## src/rtl/fifo_arbiter.sv

```systemverilog
`default_nettype none
// ============================================================================
// Module      : fifo_arbiter
// Description : Four-lane round-robin arbiter that pops upstream FIFOs and
//               pushes one word per cycle into a downstream FIFO (2-cycle lat).
// Revision    : 1.0 - initial release
// ============================================================================
module fifo_arbiter #(
    parameter int DATA_WIDTH = 6,
    parameter int LANES      = 4
) (
    input  logic                        clk,
    input  logic                        reset_L,
    input  logic [LANES-1:0]            fifo_empty,
    input  logic [LANES*DATA_WIDTH-1:0] fifo_data_in,
    input  logic                        pausa,
    output logic [LANES-1:0]            pop,
    output logic                        push,
    output logic [DATA_WIDTH-1:0]       data_out,
    output logic [1:0]                  lane_out,
    output logic                        idle
);

    logic [1:0]            last_q, last_d;
    logic [LANES-1:0]      pop_q, pop_d;
    logic                  cap_valid_q;
    logic [1:0]            cap_lane_q;
    logic [DATA_WIDTH-1:0] cap_data_q;
    logic                  push_q;
    logic [DATA_WIDTH-1:0] data_q;
    logic [1:0]            lane_q;
    logic                  idle_q, idle_d;

    logic [LANES-1:0]      w_eligible;
    logic [1:0]            w_idx;
    logic [1:0]            w_cap_lane;
    logic [DATA_WIDTH-1:0] w_cap_data;

    // A lane popped last cycle is skipped so its lagging empty flag can settle.
    assign w_eligible = ~fifo_empty & ~pop_q & {LANES{~pausa}};

    always_comb begin
        pop_d  = '0;
        last_d = last_q;
        w_idx  = last_q;
        for (int k = 1; k <= LANES; k++) begin
            w_idx = last_q + 2'(k);
            if ((pop_d == '0) && w_eligible[w_idx]) begin
                pop_d[w_idx] = 1'b1;
                last_d       = w_idx;
            end
        end
    end

    always_comb begin
        w_cap_lane = 2'd0;
        w_cap_data = '0;
        for (int i = 0; i < LANES; i++) begin
            if (pop_q[i]) begin
                w_cap_lane = 2'(i);
                w_cap_data = fifo_data_in[i*DATA_WIDTH +: DATA_WIDTH];
            end
        end
    end

    // Idle is registered alongside the stage it describes, so it looks ahead one stage.
    assign idle_d = (pop_d == '0) && !(|pop_q) && !cap_valid_q;

    always_ff @(posedge clk) begin
        if (!reset_L) begin
            last_q      <= 2'd3;
            pop_q       <= '0;
            cap_valid_q <= 1'b0;
            cap_lane_q  <= 2'd0;
            cap_data_q  <= '0;
            push_q      <= 1'b0;
            data_q      <= '0;
            lane_q      <= 2'd0;
            idle_q      <= 1'b1;
        end else begin
            last_q      <= last_d;
            pop_q       <= pop_d;
            cap_valid_q <= |pop_q;
            cap_lane_q  <= w_cap_lane;
            cap_data_q  <= w_cap_data;
            push_q      <= cap_valid_q;
            data_q      <= cap_data_q;
            lane_q      <= cap_lane_q;
            idle_q      <= idle_d;
        end
    end

    assign pop      = pop_q;
    assign push     = push_q;
    assign data_out = data_q;
    assign lane_out = lane_q;
    assign idle     = idle_q;

endmodule
`default_nettype wire

```

## config.mk

```make
export PLATFORM = sky130hd
export DESIGN_NAME = fifo_arbiter
export DESIGN_NICKNAME = d
export VERILOG_FILES = /design/src/rtl/fifo_arbiter.sv
export SDC_FILE = /design/constraint.sdc
export NUM_CORES = 1
export LEC_CHECK = 0
export CAP_MARGIN = 20
export CORE_MARGIN = 1
export CORE_UTILIZATION = 43
export CTS_BUF_LIST = sky130_fd_sc_hd__clkbuf_4
export DETAILED_ROUTE_END_ITERATION = 7
export PLACE_DENSITY = 0.78
export SLEW_MARGIN = 10
export SYNTH_ARGS = -nofsm -noshare
export SYNTH_HDL_FRONTEND = slang
export SYNTH_SLANG_ARGS = --single-unit
```

## constraint.sdc

```tcl
create_clock -name clk -period 2.6 [get_ports clk]
set_clock_uncertainty 0.2 [all_clocks]
set_input_delay 0.52 -clock clk [delete_from_list [all_inputs] [get_ports clk]]
set_output_delay 0.52 -clock clk [all_outputs]
set_load 0.01 [all_outputs]
```

==> results of run 1 <==
==> per-stage QoR <==
step           instance area (um2)  instances
2_1_floorplan                 1450        155
3_3_place_gp                  2060        257
3_5_place_dp                  2060        257
4_1_cts                       2110        263
5_1_grt                       2150        263
6_report                      2150        263
==> kinds of logic (layout without fill, tap and decap cells) <==
family / after synthesis / after routing / share of synthesized area, %
DFF: 25 / 25 / 35.3
AOI/OAI and AO/OA: 38 / 38 / 22.5
muxes: 4 / 4 / 6.10
adders and majority gates: 7 / 7 / 6.18
and+or+nand+nor: 70 / 70 / 26.3
buffers and inverters: 11 / 75 / 3.53
==> state kept, by name (all words and copies together) (netlist names) <==
signal and count:
data_out 6, push 1, last_q 2, pop 4, cap_lane_q 2, idle 1, cap_data_q 6, lane_out 2
cap_valid_q 1
==> power groups by stage <==
| stage | Clock [mW] | Sequential, mW | Combinational, mW |
|---|---|---|---|
| after floorplan | 0 | 0.586 | 0.811 |
| after global placement | 0 | 0.546 | 1.28 |
| after detailed placement | 0 | 0.546 | 1.32 |
| after CTS | 0.166 | 0.540 | 1.38 |
| after global routing | 0.182 | 0.551 | 1.56 |
| final | 0.163 | 0.540 | 1.44 |
==> what timing repair did <==
| action | 4_1_cts | 5_1_grt |
|---|---|---|
| endpoints found under the setup margin | 5 | 5 |
| pin swaps | 7 | 10 |
| gates cloned | 0 | 0 |
| setup buffers | 2 | 0 |
| gates resized for setup | 8 | 15 |
==> area by class of cell <==
class                   instances  share of cell area [%]
clock buffers                   3                    1.05
well taps                      44                    2.56
flip-flops and latches         25                    23.3
inverters                       4                   0.698
repair buffers                 67                    28.4
multi-input cells             119                    43.7
clock inverters                 1                   0.233
==> worst max-delay path: stages <==
cell and delay (ns):
clkdlybuf4s15_1 0.18, or2_4 0.25, mux4_2 0.52, o211a_4 0.29, a22oi_4 0.21, nand3_2 0.11
mux2_4 0.32, o211ai_2 0.15
==> final timing paths <==
kind                               startpoint  depth (start not counted)  slack, ns     endpoint
worst max-delay path            fifo_empty[1]                          8       0.08    last_q[1]
worst min-delay path            cap_data_q[0]                          1       0.25  data_out[0]
worst max register to register      last_q[0]                          7       0.10    last_q[1]
worst min register to register  cap_data_q[0]                          1       0.25  data_out[0]
==> per-layer routing <==
metal  vias up  GRT usage (%)  share of wire, %
met2        56           38.8                49
met4         0           8.16              0.75
met3         2           3.28               6.3
met5         -              0                 0
met1       687           33.3                44
li1        704              -                 -
==> cells in the mapped netlist, types with 2 or more instances <==
library cell   n  area [um2]
a21oi_1        5        25.0
a22o_1         3        26.3
or4_1          2        15.0
nand3_1        2        10.0
nand4_1        2        12.5
dfxtp_1       25         500
o21ai_0        2        10.0
and2_1        11        68.8
ha_1           7        87.6
or2_2          3        18.8
a221oi_1       6        52.6
nor4b_1        3        26.3
clkbuf_1       5        18.8
or3_1          4        25.0
a22oi_1        7        52.6
nand2_1        9        33.8
a211oi_1       2        15.0
nor2_1        25        93.8
a31oi_1        2        12.5
mux4_2         2        45.0
inv_1          4        15.0
nor3_1         2        10.0
==> PnR_summary.wiki, run 1 <==
{| class="wikitable"
! Metric !! Value
|-
| Commonest cells after routing, fill and taps aside || clkdlybuf4s50_1 (40), nor2_1 (24), dfxtp_1 (24)
|-
| Async S/R FF share, synth || 0%
|-
| Sequential cell area in the final layout || 502 um2
|-
| Worst ir drop on vdd || 0.523 mV
|-
| Die Height || 59.4 um
|-
| Total DRC errors in the routed layout || 0
|-
| Inserted Diodes || 0
|-
| Type of element capturing the critical path || flop
|-
| Detailed-placement wirelength estimate || 3090 um
|-
| Ports || 45
|-
| Area of the multi-input gates || 940 um2
|-
| H-tree Lvls || 1
|-
| Outcome || finished clean
|-
| Clock network power share || 7.6%
|-
| Final setup viols || 0
|-
| Total leakage power || 0.874 nW
|-
| Area growth from synthesis to final layout || 51.9%
|-
| Synthesized net count || 193
|-
| Worst Hold Margin || 0.249 ns
|-
| Flip-flop and latch count after synthesis || 25
|-
| Length of the first detailed-routing pass in iterations || 4
|-
| Number of hold-slack violations in the final timing report || 0
|-
| Number of global-route vias before repair || 1394
|-
| Overall power || 2.15 mW
|-
| Area of the placeable core || 0.00308 mm2
|-
| Die footprint || 0.00353 mm2
|-
| Number of sinks driven by the clock tree || 25
|-
| Number of vias per cell || 5.51
|-
| Critical path fanouts, max || 5
|-
| Number of rows created at floorplan || 20
|-
| Clock latency reported for the late side of the worst-skew pair || 0.30 ns
|-
| Sequential share of power || 25.2%
|-
| Number of slew-limit violations in the final report || 0
|-
| Routability congestion estimate from global placement || 0.861
|-
| Critical path class || in2reg
|-
| Fraction of layout cells with a size suffix above 1 || 24.7%
|-
| Timing-limited maximum frequency || 0.398 GHz
|-
| Clock tree from TritonCTS || done
|-
| DP Worst Slack || -0.533 ns
|-
| Worst min path class || reg2reg
|-
| Data required, critical path || 2.64 ns
|-
| Netlist area before placement || 0.00142 mm2
|-
| Aggregate routed wire length || 3990 um
|-
| Die outline width || 59.4 um
|-
| Element type at the critical path start || input port
|-
| Clock Pin Slew Worst Setup and Hold Paths || 0.13 ns
|-
| Setup repair after global routing missed its margin || false
|-
| Nets || 258
|-
| Effective utilization at floorplan || 46.0%
|-
| Main flop type after synthesis || dfxtp_1
|-
| Share of total power consumed by net switching || 40.4%
|-
| Power density of the placed cells || 999 mW/mm2
|-
| Setup TNS after final layout || 0 ns
|-
| Synthesized area per cell || 9.14 um2
|-
| Signal arrival time at the worst endpoint || 2.56 ns
|-
| Most common library cell in the layout ignoring fill and taps || clkdlybuf4s50_1
|-
| First-pass GRT wire length || 6430 um
|-
| Total global routing overflow || 0
|-
| MaxCap Viol Count || 0
|-
| Buffer levels on the longest clock path || 2
|-
| Final core occ || 69.9%
|-
| Share of the yosys chip area belonging to registers || 35.3%
|-
| Post-Syn Instances || 155
|-
| Min setup slack post-route || 0.0844 ns
|-
| Clock tree root buffer cell || clkbuf_4
|-
| Power share of the combinational group || 67.2%
|-
| GRT Total Usage || 24.2%
|-
| Number of distinct library cell variants in the gate-level netlist after synthesis || 44
|-
| WL/cell || 15.2 um
|-
| FILL cells || 278
|-
| Number of antenna violations at the first check in global routing || 0
|-
| Number of buffers created by CTS || 3
|-
| Post-detailed-route count of antenna-violating nets || 0
|-
| Number of buffers added to fix hold violations after cts || 0
|-
| Internal power consumption || 1.28 mW
|-
| Worst max-slew margin expressed relative to the limit || 31.7%
|-
| Yosys warning count || 0
|-
| Pin count of the biggest net entering global routing || 20
|-
| Final critical path time including I/O delays and setup || 2.52 ns
|-
| DRC marker count from the first detailed-route iteration || 55
|-
| Switch Pwr || 0.868 mW
|-
| Final critical-path share of the clock period || 96.8%
|-
| Total via count after detailed routing || 1449
|-
| Number of enable flip-flop cells after synthesis || 0
|-
| Number of buffers inserted by port buffering || 44
|-
| Transition time at the pin with the least slew margin || 1.01 ns
|}
Power figures use the tool's default switching activity.
==> run 2: changes to the inputs <==
Settings changed: CTS_CLUSTER_SIZE from default to 28.
==> results of run 2 <==
No change in the layout: final DEF, timing and power equal those of run 1.
==> RTL edit 1 (flow settings as in run 2) <==
The parameter `DATA_WIDTH` goes from 6 to 3.
--- a/src/rtl/fifo_arbiter.sv
+++ b/src/rtl/fifo_arbiter.sv
@@ -7,5 +7,5 @@
 // ============================================================================
 module fifo_arbiter #(
-    parameter int DATA_WIDTH = 6,
+    parameter int DATA_WIDTH = 3,
     parameter int LANES      = 4
 ) (
Interface: changed (resized data_out and fifo_data_in); port bits go from 45 to 30. No check against the original RTL was run, so the function may have changed too.
==> RTL edit 1 against run 2 <==
Power rose by 15%. The run now ends with design-rule violations, negative setup slack left. Worst setup slack worse by 0.32 ns. Critical path depth unchanged. Wire length up 12%. Synthesized area decreased by 7.6%. Die area down 7.3%. Final area grew 5.5%. Sequential cell count fell by 6. Synthesized cell count fell by 6.5%. Critical path type is now reg -> reg. Sequential share of layout area fell by 6.2 points. Register-to-register slack worse by 0.33 ns.
==> RTL edit 1: results (changes against run 2) <==
status: "complete, but fails checks"
violations: "design-rule violations, negative setup slack"
drtIter0Drc: 87  # +58%
place_congestion: 0.836  # -2.9%
grt_use_total: 0.309  # +0.0667
syn_nets: 172  # -11%
wl_met2_um: 2240  # +15%
met2_usage: 0.539  # +0.151
synthTopCellsByArea: "dfxtp_1, ha_1, nor2_1, mux4_2, a21oi_1"
r2r_cells: 8  # +1
cp_max_fo: 6  # +1
synth-adder-area-share: 0.0765  # +0.0146
synth-compound-area-share: 0.248  # +0.0223
path_clk_slew_ns: 0.11  # -0.02 ns
yosys-mux-area-fraction: 0.0908  # +0.0299
setup.worst_path.end: "last_q[0]"
synth_top_cells_by_count: "dfxtp_1, nor2_1, a21oi_1"
grtUsageMet3: 0.0431  # +0.0103
drive_above_1_share: 0.468  # +0.222
wl_met3_um: 133  # -47%
ys_types: 50  # +14%
firstDrtPassIters: 6  # +2
fillers: 184  # -34%
fin_hold_ws_ns: 0.244  # -0.00512 ns
met1_length_um: 1980  # +13%
use_met1: 0.403  # +0.0705
routed_wl_um: 4470  # +12%
power.group.top: "combinational cells"
path_delay_family: "compound AO/OA/AOI/OAI gates"
leakage_nw: 0.952  # +8.9%
power.share.clock: 0.067  # -0.009
cp_data_arrival_time_ns: 2.84  # +0.28 ns
fin_setup_tns_ns: -1.32  # -1.32 ns
fin_ws_ns: -0.233  # -0.317 ns
synth.yosys.seq_area_share: 0.291  # -0.0627
cpPeakStageDelay_ns: 0.42  # -0.10 ns
grt_max_degree: 13  # -35%
drc: 4  # +4
cp-startpoint: "last_q[0]"
hold_start: "cap_data_q[1]"
hold_end: "data_out[1]"
finalSetupViolations: 7  # +7
grt_pass1_wl_um: 7640  # +19%
io_buffer_count: 29  # -34%
slowest_stage: "a2111oi_4"
## RTL edit 1: cell count changes after synthesis, sizes merged, moves of 3 or more
cell / delta
nor2: -7
clkbuf: -3
and2: -5
o21ai: +4
a221oi: -5
nand3: +3
dfxtp: -6
or3: -3
a22oi: -5
a21oi: +5
## RTL edit 1: kinds of logic (layout without fill, tap and decap cells)
| kind of cell | Yosys count | after routing |
|---|---|---|
| fa+ha+maj | 8 | 8 |
| buf+inv | 12 | 102 |
| compound gates | 41 | 41 |
| simple gates | 59 | 59 |
| mux | 6 | 6 |
| flops | 19 | 19 |
## RTL edit 1: repair_timing
action / 4_1_cts / 5_1_grt
gates resized for setup: 53 / 3
pin swaps: 31 / 5
buffers inserted: 10 / 1
gates cloned: 0 / 0
endpoints found under the setup margin: 7 / 7
## RTL edit 1: metrics by stage
step	power [W]	instance area, um2	worst slack (ns)	cells
after floorplan	0.00125	1330	-0.401	145
after global placement	0.00190	2000	-0.871	251
after detailed placement	0.00193	2000	-0.891	251
after CTS	0.00242	2250	-0.174	265
after global routing	0.00264	2270	-0.307	266
final	0.00248	2270	-0.233	266
## RTL edit 1: cell type report
class                           count  area [um2]  area share
Timing Repair Buffer               92         769       0.339
Sequential cell                    19         389       0.171
Inverter                            6        26.3      0.0116
Multi-Input combinational cell    114        1020       0.448
Tap cell                           31        38.8      0.0171
Clock buffer                        4        30.0      0.0132
## RTL edit 1: worst reg2reg max path, cell delays in order, from the launching register on
cell	delay [ns]
dfxtp_4	0.39
clkinvlp_4	0.13
ha_4	0.29
mux4_2	0.34
o21a_4	0.26
a22o_1	0.27
a2111oi_4	0.42
a2bb2oi_2	0.12
mux2_4	0.32
==> RTL edit 2 (settings of run 2) <==
Made on the original files. Take the reset off `cap_data_q` and `data_q` and load them in a clocked block of their own.
--- a/src/rtl/fifo_arbiter.sv
+++ b/src/rtl/fifo_arbiter.sv
@@ -73,7 +73,5 @@
             cap_valid_q <= 1'b0;
             cap_lane_q  <= 2'd0;
-            cap_data_q  <= '0;
             push_q      <= 1'b0;
-            data_q      <= '0;
             lane_q      <= 2'd0;
             idle_q      <= 1'b1;
@@ -83,10 +81,13 @@
             cap_valid_q <= |pop_q;
             cap_lane_q  <= w_cap_lane;
-            cap_data_q  <= w_cap_data;
             push_q      <= cap_valid_q;
-            data_q      <= cap_data_q;
             lane_q      <= cap_lane_q;
             idle_q      <= idle_d;
         end
+    end
+
+    always_ff @(posedge clk) begin
+        cap_data_q <= w_cap_data;
+        data_q     <= cap_data_q;
     end
 
Check against the original RTL: differs if reset_L is asserted again (counterexample within 4 cycles, from zero or initial values and one cycle with reset_L low); with reset_L held inactive, the same outputs for 10 cycles.
==> RTL edit 2 against run 2 <==
The flow now finishes with violations (negative setup slack). Clock power up 9%. Final area up 7.1%. Power up 7.0%. Worst setup slack worse by 0.22 ns. Largest cell class unchanged. Critical endpoint is now idle. Cell count up 2.7%. Synthesized area up 0.97%. Global-route usage up 3.7 points. Wire length up 18%. Sequential cell count unchanged. Critical path type is now reg -> reg.
==> RTL edit 2: results (changes against run 2) <==
status: "complete, but fails checks"
violations: "negative setup slack"
cts_root_buf: "clkbuf_4"
intPower_w: 0.00138  # +7.9%
finalSetupViolations: 5  # +5
fin_ws_ns: -0.135  # -0.219 ns
synthTopCellsByArea: "dfxtp_1, ha_1, mux4_2, nor2_1, a221o_1"
hold_path_class: "reg -> reg"
io_buffer_count: 44  # unchanged
power.share.clock: 0.077
synth_top_cells_by_count: "dfxtp_1, nor2_1, and2_1, ha_1, a221o_1"
grt_pass1_wl_um: 7300  # +14%
irDropWorstVdd_v: 0.000593  # +13%
tightest_slew_ns: 0.578  # -0.433 ns
slowest_stage: "or4b_4"
synth_top_family_by_area: "compound AO/OA/AOI/OAI gates"
numCtsBuffers: 3  # unchanged
cp_max_fo: 5  # unchanged
power_frac_seq: 0.246  # -0.006
hpwl_um: 3420  # +10%
wl_met3_um: 211  # -17%
cp_data_arrival_time_ns: 2.77  # +0.21 ns
grt_max_degree: 18  # -10%
path_delay_family: "compound AO/OA/AOI/OAI gates"
yosys-mux-area-fraction: 0.0779  # +0.0169
clock_path_buffers: 2  # unchanged
synth_xor_area_frac: 0  # unchanged
clk_latency_ns: 0.31
grt_pass1_vias: 1510  # +8.3%
met1_length_um: 1980  # +13%
antenna_cells: 0  # unchanged
grt_use_total: 0.279  # +0.0373
wl_met2_um: 2390  # +23%
antenna_found_initial: 0  # unchanged
place_congestion: 0.930  # +8.0%
drtIter0Drc: 86  # +56%
cpPeakStageDelay_ns: 0.54  # +0.02 ns
h-tree-depth: 1  # unchanged
synth-adder-area-share: 0.0700  # +0.00815
drive_above_1_share: 0.336  # +0.0897
leakage_nw: 0.945  # +8.2%
wl_per_cell_um: 17.4  # +15%
layout.nets: 266  # +3.1%
ys_warn_count: 0  # unchanged
vias_per_cell: 5.62  # +2.0%
power_sequential_w: 0.000565  # +4.6%
syn_nets: 185  # -4.1%
synth.yosys.seq_area_share: 0.350  # -0.00340
firstDrtPassIters: 4  # unchanged
dpl_worst_slack_ns: -0.727  # -0.194 ns
synth-compound-area-share: 0.254  # +0.0285
async_reset_ff_frac: 0  # unchanged
fin_setup_tns_ns: -0.354  # -0.354 ns
highest_layer: "met4"
ys_types: 42  # -4.5%
path_clk_slew_ns: 0.14
==> RTL edit 2: changes by cell type in the layout (fill, tap and decap cells not counted), moves of 5 or more <==
| cell | change |
|---|---|
| a221o_1 | +7 |
| a221oi_1 | -6 |
| buf_4 | +12 |
| nand2_1 | -5 |
| nor2_1 | -5 |
| o21a_1 | +5 |
==> RTL edit 2: path summary, 6_finish.rpt <==
check / start / end / slack [ns] / cells past startpoint
min reg2reg: cap_data_q[4] / data_out[4] / 0.14 / 0
max reg2reg: pop[3] / idle / -0.13 / 8
max: pop[3] / idle / -0.13 / 8
min: cap_data_q[4] / data_out[4] / 0.14 / 0
==> RTL edit 2: repair_timing <==
action                     4_1_cts  5_1_grt
cloned                           0        0
setup endpoints to repair        6        6
resized for setup               28        7
hold endpoints to repair         0        0
pin swaps                       16        6
setup buffers                    9        2
==> RTL edit 2: stage by stage <==
| step | utilization | std cells | instance area (um2) |
|---|---|---|---|
| after floorplan | - | 146 | 1480 |
| after global placement | 0.688 | 254 | 2130 |
| after detailed placement | 0.688 | 254 | 2130 |
| after CTS | 0.731 | 267 | 2270 |
| after global routing | 0.742 | 270 | 2300 |
| final | 0.742 | 270 | 2300 |
==> RTL edit 2: metal layers <==
metal  vias to the layer above  track usage
met1                       719        0.347
met5                         -            0
li1                        721            -
met4                         0       0.0997
met3                        12       0.0498
met2                        65        0.481
==> RTL edit 2: area by class of cell <==
class / count / area [um2]
Inverter: 3 / 11.3
Sequential cell: 25 / 512
Timing Repair Buffer: 82 / 721
Multi-Input combinational cell: 112 / 975
Clock buffer: 3 / 22.5
Clock inverter: 1 / 7.51
Tap cell: 44 / 55.1
Fill cell: 233 / 800
